===== src/rtl/mul_pkg.sv =====
// Shared types and defaults for the shared-multiplier arbiter.
package mul_pkg;

    localparam int unsigned DEF_NUM_REQ = 4;
    localparam int unsigned DEF_WIDTH   = 4;

    typedef enum logic [1:0] {
        StIdle,
        StExec,
        StResp
    } state_t;

    typedef logic [2*DEF_WIDTH-1:0] prod_t;

    // Round-robin successor of idx in a ring of n entries.
    function automatic int unsigned wrap_inc(input int unsigned idx, input int unsigned n);
        return (idx + 1 >= n) ? 0 : idx + 1;
    endfunction

endpackage


===== src/rtl/rr_arbiter.sv =====
// Combinational round-robin pick: first set request at or above ptr, wrapping.
module rr_arbiter #(
    parameter int unsigned NUM_REQ = 4,
    parameter int unsigned IDW     = $clog2(NUM_REQ)
) (
    input  logic [NUM_REQ-1:0] req,
    input  logic [IDW-1:0]     ptr,
    output logic [NUM_REQ-1:0] grant,
    output logic [IDW-1:0]     grant_idx,
    output logic               any_grant
);

    logic [IDW-1:0] cand;

    always_comb begin
        grant     = '0;
        grant_idx = '0;
        any_grant = 1'b0;
        cand      = '0;
        for (int unsigned off = 0; off < NUM_REQ; off++) begin
            cand = IDW'((32'(ptr) + off) % NUM_REQ);
            if (!any_grant && req[cand]) begin
                grant[cand] = 1'b1;
                grant_idx   = cand;
                any_grant   = 1'b1;
            end
        end
    end

endmodule


===== src/rtl/mul_share_arbiter.sv =====
// Time-shares one external combinational multiplier between NUM_REQ requesters,
// returning tagged products on a single backpressured response channel.
module mul_share_arbiter
    import mul_pkg::*;
#(
    parameter int unsigned NUM_REQ = DEF_NUM_REQ,
    parameter int unsigned WIDTH   = DEF_WIDTH,
    parameter int unsigned IDW     = $clog2(NUM_REQ)
) (
    input  logic                     clk,
    input  logic                     rst,
    input  logic [NUM_REQ-1:0]       req_valid,
    output logic [NUM_REQ-1:0]       req_ready,
    input  logic [NUM_REQ*WIDTH-1:0] req_a,
    input  logic [NUM_REQ*WIDTH-1:0] req_b,
    output logic [WIDTH-1:0]         mul_in1,
    output logic [WIDTH-1:0]         mul_in2,
    input  logic [2*WIDTH-1:0]       mul_out,
    input  logic                     mul_ovf,
    output logic                     rsp_valid,
    input  logic                     rsp_ready,
    output logic [IDW-1:0]           rsp_id,
    output logic [2*WIDTH-1:0]       rsp_prod,
    output logic                     rsp_ovf
);

    state_t             state_q;
    logic [IDW-1:0]     ptr_q;
    logic [IDW-1:0]     id_q;

    logic [NUM_REQ-1:0] grant;
    logic [IDW-1:0]     grant_idx;
    logic               any_grant;
    logic               arb_open;
    logic               take;
    logic [WIDTH-1:0]   sel_a;
    logic [WIDTH-1:0]   sel_b;
    logic [IDW-1:0]     ptr_next;

    rr_arbiter #(
        .NUM_REQ (NUM_REQ),
        .IDW     (IDW)
    ) u_rr_arbiter (
        .req       (req_valid),
        .ptr       (ptr_q),
        .grant     (grant),
        .grant_idx (grant_idx),
        .any_grant (any_grant)
    );

    // A new request may be accepted while idle, or in the same cycle the
    // pending response is consumed.
    assign arb_open  = (state_q == StIdle) || ((state_q == StResp) && rsp_ready);
    assign take      = arb_open && any_grant;
    assign req_ready = arb_open ? grant : '0;
    assign ptr_next  = IDW'(wrap_inc(32'(grant_idx), NUM_REQ));

    always_comb begin
        sel_a = '0;
        sel_b = '0;
        for (int unsigned i = 0; i < NUM_REQ; i++) begin
            if (grant[i]) begin
                sel_a = req_a[i*WIDTH +: WIDTH];
                sel_b = req_b[i*WIDTH +: WIDTH];
            end
        end
    end

    always_ff @(posedge clk) begin
        if (rst) begin
            state_q   <= StIdle;
            ptr_q     <= '0;
            id_q      <= '0;
            mul_in1   <= '0;
            mul_in2   <= '0;
            rsp_valid <= 1'b0;
            rsp_id    <= '0;
            rsp_prod  <= '0;
            rsp_ovf   <= 1'b0;
        end else begin
            unique case (state_q)
                StIdle: begin
                    if (any_grant) begin
                        state_q <= StExec;
                    end
                end
                StExec: begin
                    rsp_prod  <= mul_out;
                    rsp_ovf   <= mul_ovf;
                    rsp_id    <= id_q;
                    rsp_valid <= 1'b1;
                    state_q   <= StResp;
                end
                StResp: begin
                    if (rsp_ready) begin
                        rsp_valid <= 1'b0;
                        state_q   <= any_grant ? StExec : StIdle;
                    end
                end
                default: state_q <= StIdle;
            endcase

            if (take) begin
                mul_in1 <= sel_a;
                mul_in2 <= sel_b;
                id_q    <= grant_idx;
                ptr_q   <= ptr_next;
            end
        end
    end

endmodule


===== config.mk =====
export PLATFORM = sky130hd
export DESIGN_NAME = mul_share_arbiter
export DESIGN_NICKNAME = d
export VERILOG_FILES = /design/src/rtl/mul_pkg.sv /design/src/rtl/rr_arbiter.sv /design/src/rtl/mul_share_arbiter.sv
export SDC_FILE = /design/constraint.sdc
export NUM_CORES = 1
export LEC_CHECK = 0
export ABC_AREA = 1
export BUFFER_PORTS_ARGS = -buffer_cell sky130_fd_sc_hd__clkbuf_2
export CORE_MARGIN = 8
export CORE_UTILIZATION = 40
export DETAILED_ROUTE_END_ITERATION = 10
export GPL_TIMING_DRIVEN = 0
export MAX_ROUTING_LAYER = met4
export PLACE_DENSITY_LB_ADDON = 0.08
export SLEW_MARGIN = 10
export SYNTH_ARGS = -nofsm -noshare
export SYNTH_HDL_FRONTEND = slang
export SYNTH_HIERARCHICAL = 1
export SYNTH_SLANG_ARGS = --single-unit
export TNS_END_PERCENT = 1

===== constraint.sdc =====
create_clock -name clk -period 5 [get_ports clk]
set_input_delay 0.25 -clock clk [delete_from_list [all_inputs] [get_ports clk]]
set_output_delay 0.25 -clock clk [all_outputs]
set_load 0.05 [all_outputs]

Word level (Yosys, flattened, before mapping) --
Cells that the tools add are included.
Word-level totals: register bits 26, bits of input ports 48, output and inout port bits 24, word-level logic and storage cells 90
Cells by class: $add $sub $neg 4, $lt $le $gt $ge 9, eq/ne operators 4, multiplexer cells 44, bitwise gates (word level) 3, reductions and logical operators 17
Operators by type and width (number):
- 2-to-1 mux 4 bit | 13
- 2-to-1 mux 1 bit | 14
- 2-to-1 mux 2 bit | 7
- less-than comparator 2 x 3 -> 1 bit, second input constant | 4
- bitwise OR 4 bit | 3
- logical AND 1 bit | 9
- binary-select mux 1 bit (select 2 bit) | 4
- demux 1 bit (select 2 bit) | 4
- greater-or-equal comparator 2 x 1 -> 1 bit, second input constant | 4
- one-hot mux 2 bit (3 select lines) | 1
- adder 2 bit, second input constant | 2
- != test 2 bit, second input constant | 2
- AND reduction 2 bit | 2
- adder 2 x 1 -> 3 bit, second input constant | 1
- greater-or-equal comparator 3 bit, second input constant | 1
- zero test 1 bit | 3
- adder 2 x 1 -> 2 bit, second input constant | 1
- == test 2 x 1 -> 1 bit, second input constant | 1
- == test 2 bit, second input constant | 1
- zero test 2 bit | 1
- one-hot mux 1 bit (2 select lines) | 1
- nonzero test 2 bit | 1
- logical OR 1 bit | 1

Logic depth before layout (Yosys ltp) --
Gate-level depths: netlist of the first run.
depth after elaboration 16, depth in mapped cells 17, depth with buffers taken out 15

Modules after synthesis --
The synthesis of the first run kept the hierarchy.
By module, submodules not included:
- mul_share_arbiter | times used 1, cells each 193, area an instance 1297.5 um^2, seq. area each 520.5 um^2
- rr_arbiter | times used 1, cells each 74, area an instance 440.4 um^2, seq. area each 0.0 um^2

Worst setup path after synthesis of the first run --
OpenSTA, ideal clock, no wires.
path kind reg-to-output, from register ptr_q[0], to output req_ready[3], arrival time 2.591 ns, slack 2.159 ns, cell stages (with the launch flop) 12, buffers on the path 1, cells stage by stage dfxtp_1 -> inv_2 -> ha_1 -> inv_1 -> nand3_1 -> nand2_1 -> nor2_1 -> a21oi_1 -> nand3_1 -> buf_4 -> clkinv_1 -> nor2_1
On the way: longest elaborated chain between the ends 13, elaborated cells on any way between the ends 48, those cells by class add/sub (3); order compare (8); mux (24); bitwise (3); reduce/logical (10)
RTL lines:
- start, declared | line mul_share_arbiter.sv:28 | logic [IDW-1:0] ptr_q;
- start signal, assigned | line mul_share_arbiter.sv:107 | ptr_q <= ptr_next;
- branches (longest 11 deep; another with less-than comparator 2 x 3 -> 1 bit)
- 2-to-1 mux 4 bit (*) | line rr_arbiter.sv:22 | if (!any_grant && req[cand]) begin
- via grant[3] | line mul_share_arbiter.sv:31 | logic [NUM_REQ-1:0] grant;
- 2-to-1 mux 4 bit (*) | line mul_share_arbiter.sv:55 | assign req_ready = arb_open ? grant : '0;
- end, declared | line mul_share_arbiter.sv:13 | output logic [NUM_REQ-1:0] req_ready,
Mark *: on every way through the listed nets, which the timed path passes. The select of a mux whose other input is x is not followed.

Worst setup path after layout of the first run --
Same ends and word-level chain as after synthesis.

==> results of run 1 <==
-- power breakdown --
part	switching [uW]	internal, uW	leakage [uW]
clock network	64.6	107	0.0000357
registers	41.1	267	0.000215
logic	755	348	0.000941
total	861	723	0.00119
-- per-layer routing --
metal,track usage,vias to the layer above,part of all wire
li1,-,1012,-
met1,0.1639,788,0.47
met2,0.2218,53,0.43
met3,0.03720,2,0.093
met4,0.01053,0,0.0024
met5,-,-,0
-- stage by stage --
stage	power [uW]	worst slack (ps)	hold WS (ps)
6_report	1583	1686	194.6
5_1_grt	1717	1426	194.5
4_1_cts	1600	1697	189.7
3_5_place_dp	1424	2013	467.6
3_3_place_gp	1423	1985	463.6
2_1_floorplan	1193	2159	360.4
-- state kept, by name, summed over array words and instances, names as in the netlist --
register / flops
rsp_id: 2
rsp_ovf: 1
rsp_valid: 1
state_q: 2
mul_in2: 4
id_q: 2
mul_in1: 4
rsp_prod: 8
ptr_q: 2
-- logic make-up after synthesis --
kind of cell | after synthesis | synth area share
AO/OA/AOI/OAI | 44 | 0.1505
flip-flops | 26 | 0.2995
AND/OR/NAND/NOR | 162 | 0.4183
adder cells (fa/ha/maj) | 6 | 0.04320
buffers and inverters | 29 | 0.08855
-- worst max-delay path by stage --
stage,end,slack [ps]
after global placement,req_ready[2],1990
after floorplan,req_ready[3],2160
after global routing,req_ready[3],1430
final,req_ready[3],1690
after CTS,req_ready[3],1700
after detailed placement,req_ready[3],2010
-- layout make-up --
class,instances,area (um^2)
flip-flops and latches,26,520.5
multi-input cells,212,1064
repair buffers,71,355.3
inverters,18,67.56
plain buffers,11,86.33
clock buffers,3,41.29
fillers,445,2034
well taps,52,65.06
clock inverters,1,30.03
-- synthesized netlist by cell type, drive strengths merged --
master,number,area (um^2)
nor2,53,209.0
clkbuf,1,3.750
a21boi,4,30.03
a31oi,1,6.260
nand3,27,165.2
inv,16,60.06
nand2,75,309.1
buf,10,82.57
a21oi,24,150.1
clkinv,2,7.510
ha,6,75.07
nand4,7,43.79
dfxtp,26,520.5
o21ai,15,75.07
-- cell usage in the layout, fill, tap and decap left out, drive strengths merged --
cell    netlist  final
a21oi        24     24
dfxtp        26     26
nor2         53     53
nand3        27     27
nand4         7      7
ha            6      6
buf          10     10
a21boi        4      4
clkbuf        1     75
clkinv        2      2
inv          16     16
a31oi         1      1
nand2        75     75
o21ai        15     15
bufinv        0      1
-- worst max-delay path: stages (launching register included) --
cell and delay (ps):
dfxtp_1 580, inv_2 190, ha_1 400, inv_1 110
nand3_1 90, nand2_1 50, nor2_1 320, a21oi_1 130
nand3_1 100, buf_4 150, clkinv_1 210, nor2_1 160
clkbuf_2 290
==> results.yml, run 1 <==
synth:
  yosysUniqueCellTypes: 24
  yosys_warnings: 6
  synth_nets: 321
  syn_avg_cell_area_um2: 6.509
  synth-seq-cells: 26
  syn_area_um2: 1738
  yosysSeqAreaShare: 0.2995
  synth_cells: 267
clocking:
  postCtsHoldBufs: 0
  cts_tree: "done"
  cts.repair.resized: 0
  htreeDepth: 1
  post_cts_buffers: 0
  clock_path_buffers: 2
  cts_sinks: 26
  cts.clk_slew.worst_paths_ps: 90
  clk_latency_ps: 270
  cts-root-buf: "clkbuf_8"
  cts_buffers: 3
layout:
  nets: 397
  fin_util: 0.5229
  postLayoutCellArea_um2: 2230
  n_antenna_cell: 0
  stdcell_count: 394
  layout-drive-gt1-share: 0.3216
  syn_to_final_growth_pct: 28.29
run:
  cap_violations: 0
critical_path:
  r2r-end: "mul_in2[3]"
  end_kind: "output pin"
  worstRegToRegCells: 14
  r2r_slack_ps: 2180
  critPathKind: "reg2out"
  crit_path_start_kind: "flop"
  crit_fanout: 10
  critPathRequiredTime_ps: 4750
  cp_data_arrival_time_ps: 3060
  r2r_start: "ptr_q[0]"
  critPathLaunch: "ptr_q[0]"
worst_hold_path:
  whs_path_depth: 2
  hold_path.startpoint: "rsp_ready"
  hp-class: "in2reg"
  min_to: "rsp_valid"
timing:
  slew_viol_final: 0
  hold_viol: 0
  fin_crit_ps: 3314
  max-slew-margin-rel: 0.7287
  min_period_over_period: 0.6627
  fmax_mhz: 301.8
  setup_tns_ps: 0
  skew_ps: 4.612
  finalSetupViolations: 0
  rsz0062_at_grt: "false"
  max_slew.worst_pin.slew_ps: 406.4
detailed_routing:
  num_vias: 1855
  dr.pass1.iters: 4
  drc: 0
  wl_um: 4568
  drtIter0Drc: 41
  routedWlPerCell_um: 11.59
  vias_per_cell: 4.708
  ant_nets: 0
placed_design:
  io_buffers: 71
  placed_area_um2: 2158
  globalplace.congestion: 0.8965
  dp_cells: 390
  hpwlAfterDp_um: 3659
floorplanning:
  core-area_um2: 4264
  die_width_um: 81.92
  die_h_um: 81.92
  dieArea_um2: 6710
  pin_count: 72
  std_cell_rows: 24
  start_util: 0.4076
power_and_ir_drop:
  vdd_drop_max_uv: 294.7
  p_leak_uw: 0.001191
  powerDensity_nw_per_um2: 710.2
global_routing:
  grt_start_max_net_pins: 16
  track_usage: 0.1338
  grt_pass1_vias: 1681
  grt_pass1_wl_um: 7169
  antenna_found_initial: 0
  overflow: 0
outcome:
  status: "finished clean"
(Power assumes the default switching activity.)
==> inputs of run 2 (changes only) <==
==> constraint.sdc (replaced) <==
create_clock -name clk -period 2.7 [get_ports clk]
set_input_delay 0.135 -clock clk [delete_from_list [all_inputs] [get_ports clk]]
set_output_delay 0.135 -clock clk [all_outputs]
set_load 0.05 [all_outputs]
==> run 2 against run 1 <==
  * Wire length increased by 4.5%
  * Via count rose by 4.3%
  * Largest power group unchanged
  * Clock skew shrank 0.70 ps
  * Largest cell class unchanged
  * Sequential share of layout area decreased by 0.85 points
==> results.yml, run 2 (synthesis gave the netlist of run 1 again) <==
clocking:
  htreeDepth: 1
  cts.clk_slew.worst_paths_ps: 90
  clk_latency_ps: 270
  cts_tree: "done"
  clock_path_buffers: 2
  cts_buffers: 3
  cts_sinks: 26
  cts-root-buf: "clkbuf_8"
critical_path:
  worstRegToRegCells: 16
  cp_slowest_stage_delay_ps: 400
  crit_fanout: 9
  cp_data_arrival_time_ps: 2410
  critPathRequiredTime_ps: 2570
  crit_chain: "clkinvlp_4 > ha_4 > inv_1 > nand3_1 > nand2_1 > nor2_2 > a21oi_1 > nand3_1 > buf_4 > clkinv_2 > nor2_2 > buf_6"
  r2r-end: "mul_in2[0]"
  cp-endpoint: "req_ready[2]"
  cpMaxStageDelayCell: "dfxtp_4"
  r2r_start: "ptr_q[1]"
  r2r_slack_ps: 430
  critPathLaunch: "ptr_q[1]"
  critPathKind: "reg2out"
  crit_path_start_kind: "flop"
  end_kind: "output pin"
timing:
  max-slew-margin-rel: 0.7789
  slew_viol_final: 0
  finalSetupViolations: 0
  hold_viol: 0
  fin_crit_ps: 2541
  max_slew.worst_pin.slew_ps: 331.6
  fmax_mhz: 393.6
  min_period_over_period: 0.9410
  skew_ps: 3.908
  final.setup.worst_slack_ps: 159.3
placed_design:
  dp_cells: 390
  io_buffers: 71
  hpwlAfterDp_um: 3711
  globalplace.congestion: 0.8512
  dp_slack_ps: -193.9
detailed_routing:
  num_vias: 1935
  wl_um: 4774
  vias_per_cell: 4.813
  drc: 0
  ant_nets: 0
  routedWlPerCell_um: 11.88
  drtIter0Drc: 89
  dr.pass1.iters: 5
layout:
  largest_register: "rsp_prod"
  final_cell_mix: "67 x clkbuf_2, 66 x nand2_1, 48 x nor2_1, 24 x nand3_1, 24 x dfxtp_1"
  layout.cells.most_common: "clkbuf_2"
  nets: 405
  layout-drive-gt1-share: 0.3629
  largest_register_ff_count: 8
  n_antenna_cell: 0
  fin_util: 0.5505
  stdcell_count: 402
  reg_top3: "rsp_prod: 8 flops, mul_in1: 4 flops, mul_in2: 4 flops"
  syn_to_final_growth_pct: 35.06
worst_hold_path:
  hp-class: "in2reg"
floorplanning:
  std_cell_rows: 24
  die_h_um: 81.92
  core-area_um2: 4264
  pin_count: 72
  die_width_um: 81.92
  dieArea_um2: 6710
  start_util: 0.4076
global_routing:
  grt_pass1_vias: 1806
  grt_start_max_net_pins: 16
  antenna_found_initial: 0
  grt_pass1_wl_um: 7679
  overflow: 0
  track_usage: 0.1446
power_and_ir_drop:
  powerDensity_nw_per_um2: 1325
  p_leak_uw: 0.001239
  p_total_uw: 3110
  vdd_drop_max_uv: 527.5
outcome:
  status: "finished clean"
run:
  cap_violations: 0
-- run 2: changes by cell type in the layout (fill, tap and decap cells not counted), sizes merged --
cell / before / now
clkinv: 2 / 1
clkinvlp: 0 / 1
clkbuf: 75 / 72
buf: 10 / 21
-- run 2: critical path: cells and delay by family, from the launching register on --
| kind | cells | cell delay (ps) |
|---|---|---|
| AO/OA/AOI/OAI | 1 | 110 |
| adder cells (fa/ha/maj) | 1 | 310 |
| buffers and inverters | 5 | 670 |
| flip-flops | 1 | 400 |
| AND/OR/NAND/NOR | 5 | 630 |
-- run 2: power by group --
| part | internal (uW) | total [uW] | switching (uW) |
|---|---|---|---|
| clock network | 198 | 317 | 119 |
| registers | 501 | 576 | 74.2 |
| logic | 763 | 2220 | 1450 |
-- run 2: area by class of cell --
class                   count  area [um^2]
clock inverters             1        30.03
flip-flops and latches     26        528.0
well taps                  52        65.06
multi-input cells         212         1084
clock buffers               3        41.29
fillers                   434         1917
inverters                  18        77.57
plain buffers              11        88.84
repair buffers             79        432.9
-- run 2: per-stage QoR --
| stage | area, um^2 | TNS, ps | hold slack (ps) |
|---|---|---|---|
| global route | 2347 | -12.70 | 78.49 |
| floorplan | 1740 | -26.09 | 245.4 |
| global placement | 2161 | -782.9 | 358.5 |
| detailed placement | 2161 | -1044 | 362.7 |
| CTS | 2250 | 0 | 72.69 |
| finish | 2347 | 0 | 77.00 |
-- run 2: routing by layer --
metal,share of wire,global-route usage,vias to the layer above
met3,0.092,0.03611,4
met1,0.43,0.1702,816
li1,-,-,1038
met4,0.0059,0.02281,0
met5,0,-,-
met2,0.47,0.2463,77
-- run 2: worst min path at each step --
stage / startpoint / to / slack [ps] / depth (start not counted)
final: rsp_ready / rsp_valid / 80 / 2
after global routing: rsp_ready / rsp_valid / 80 / 2
after CTS: rsp_ready / rsp_valid / 70 / 2
after detailed placement: rsp_ready / rsp_valid / 360 / 2
after global placement: mul_out[4] / rsp_prod[4] / 360 / 3
after floorplan: rsp_ready / rsp_valid / 250 / 1
-- run 2: what timing repair did --
action,4_1_cts,5_1_grt
hold buffers,0,0
endpoints found under the setup margin,12,4
setup buffers,0,8
gates resized for setup,9,17
pin swaps,0,0
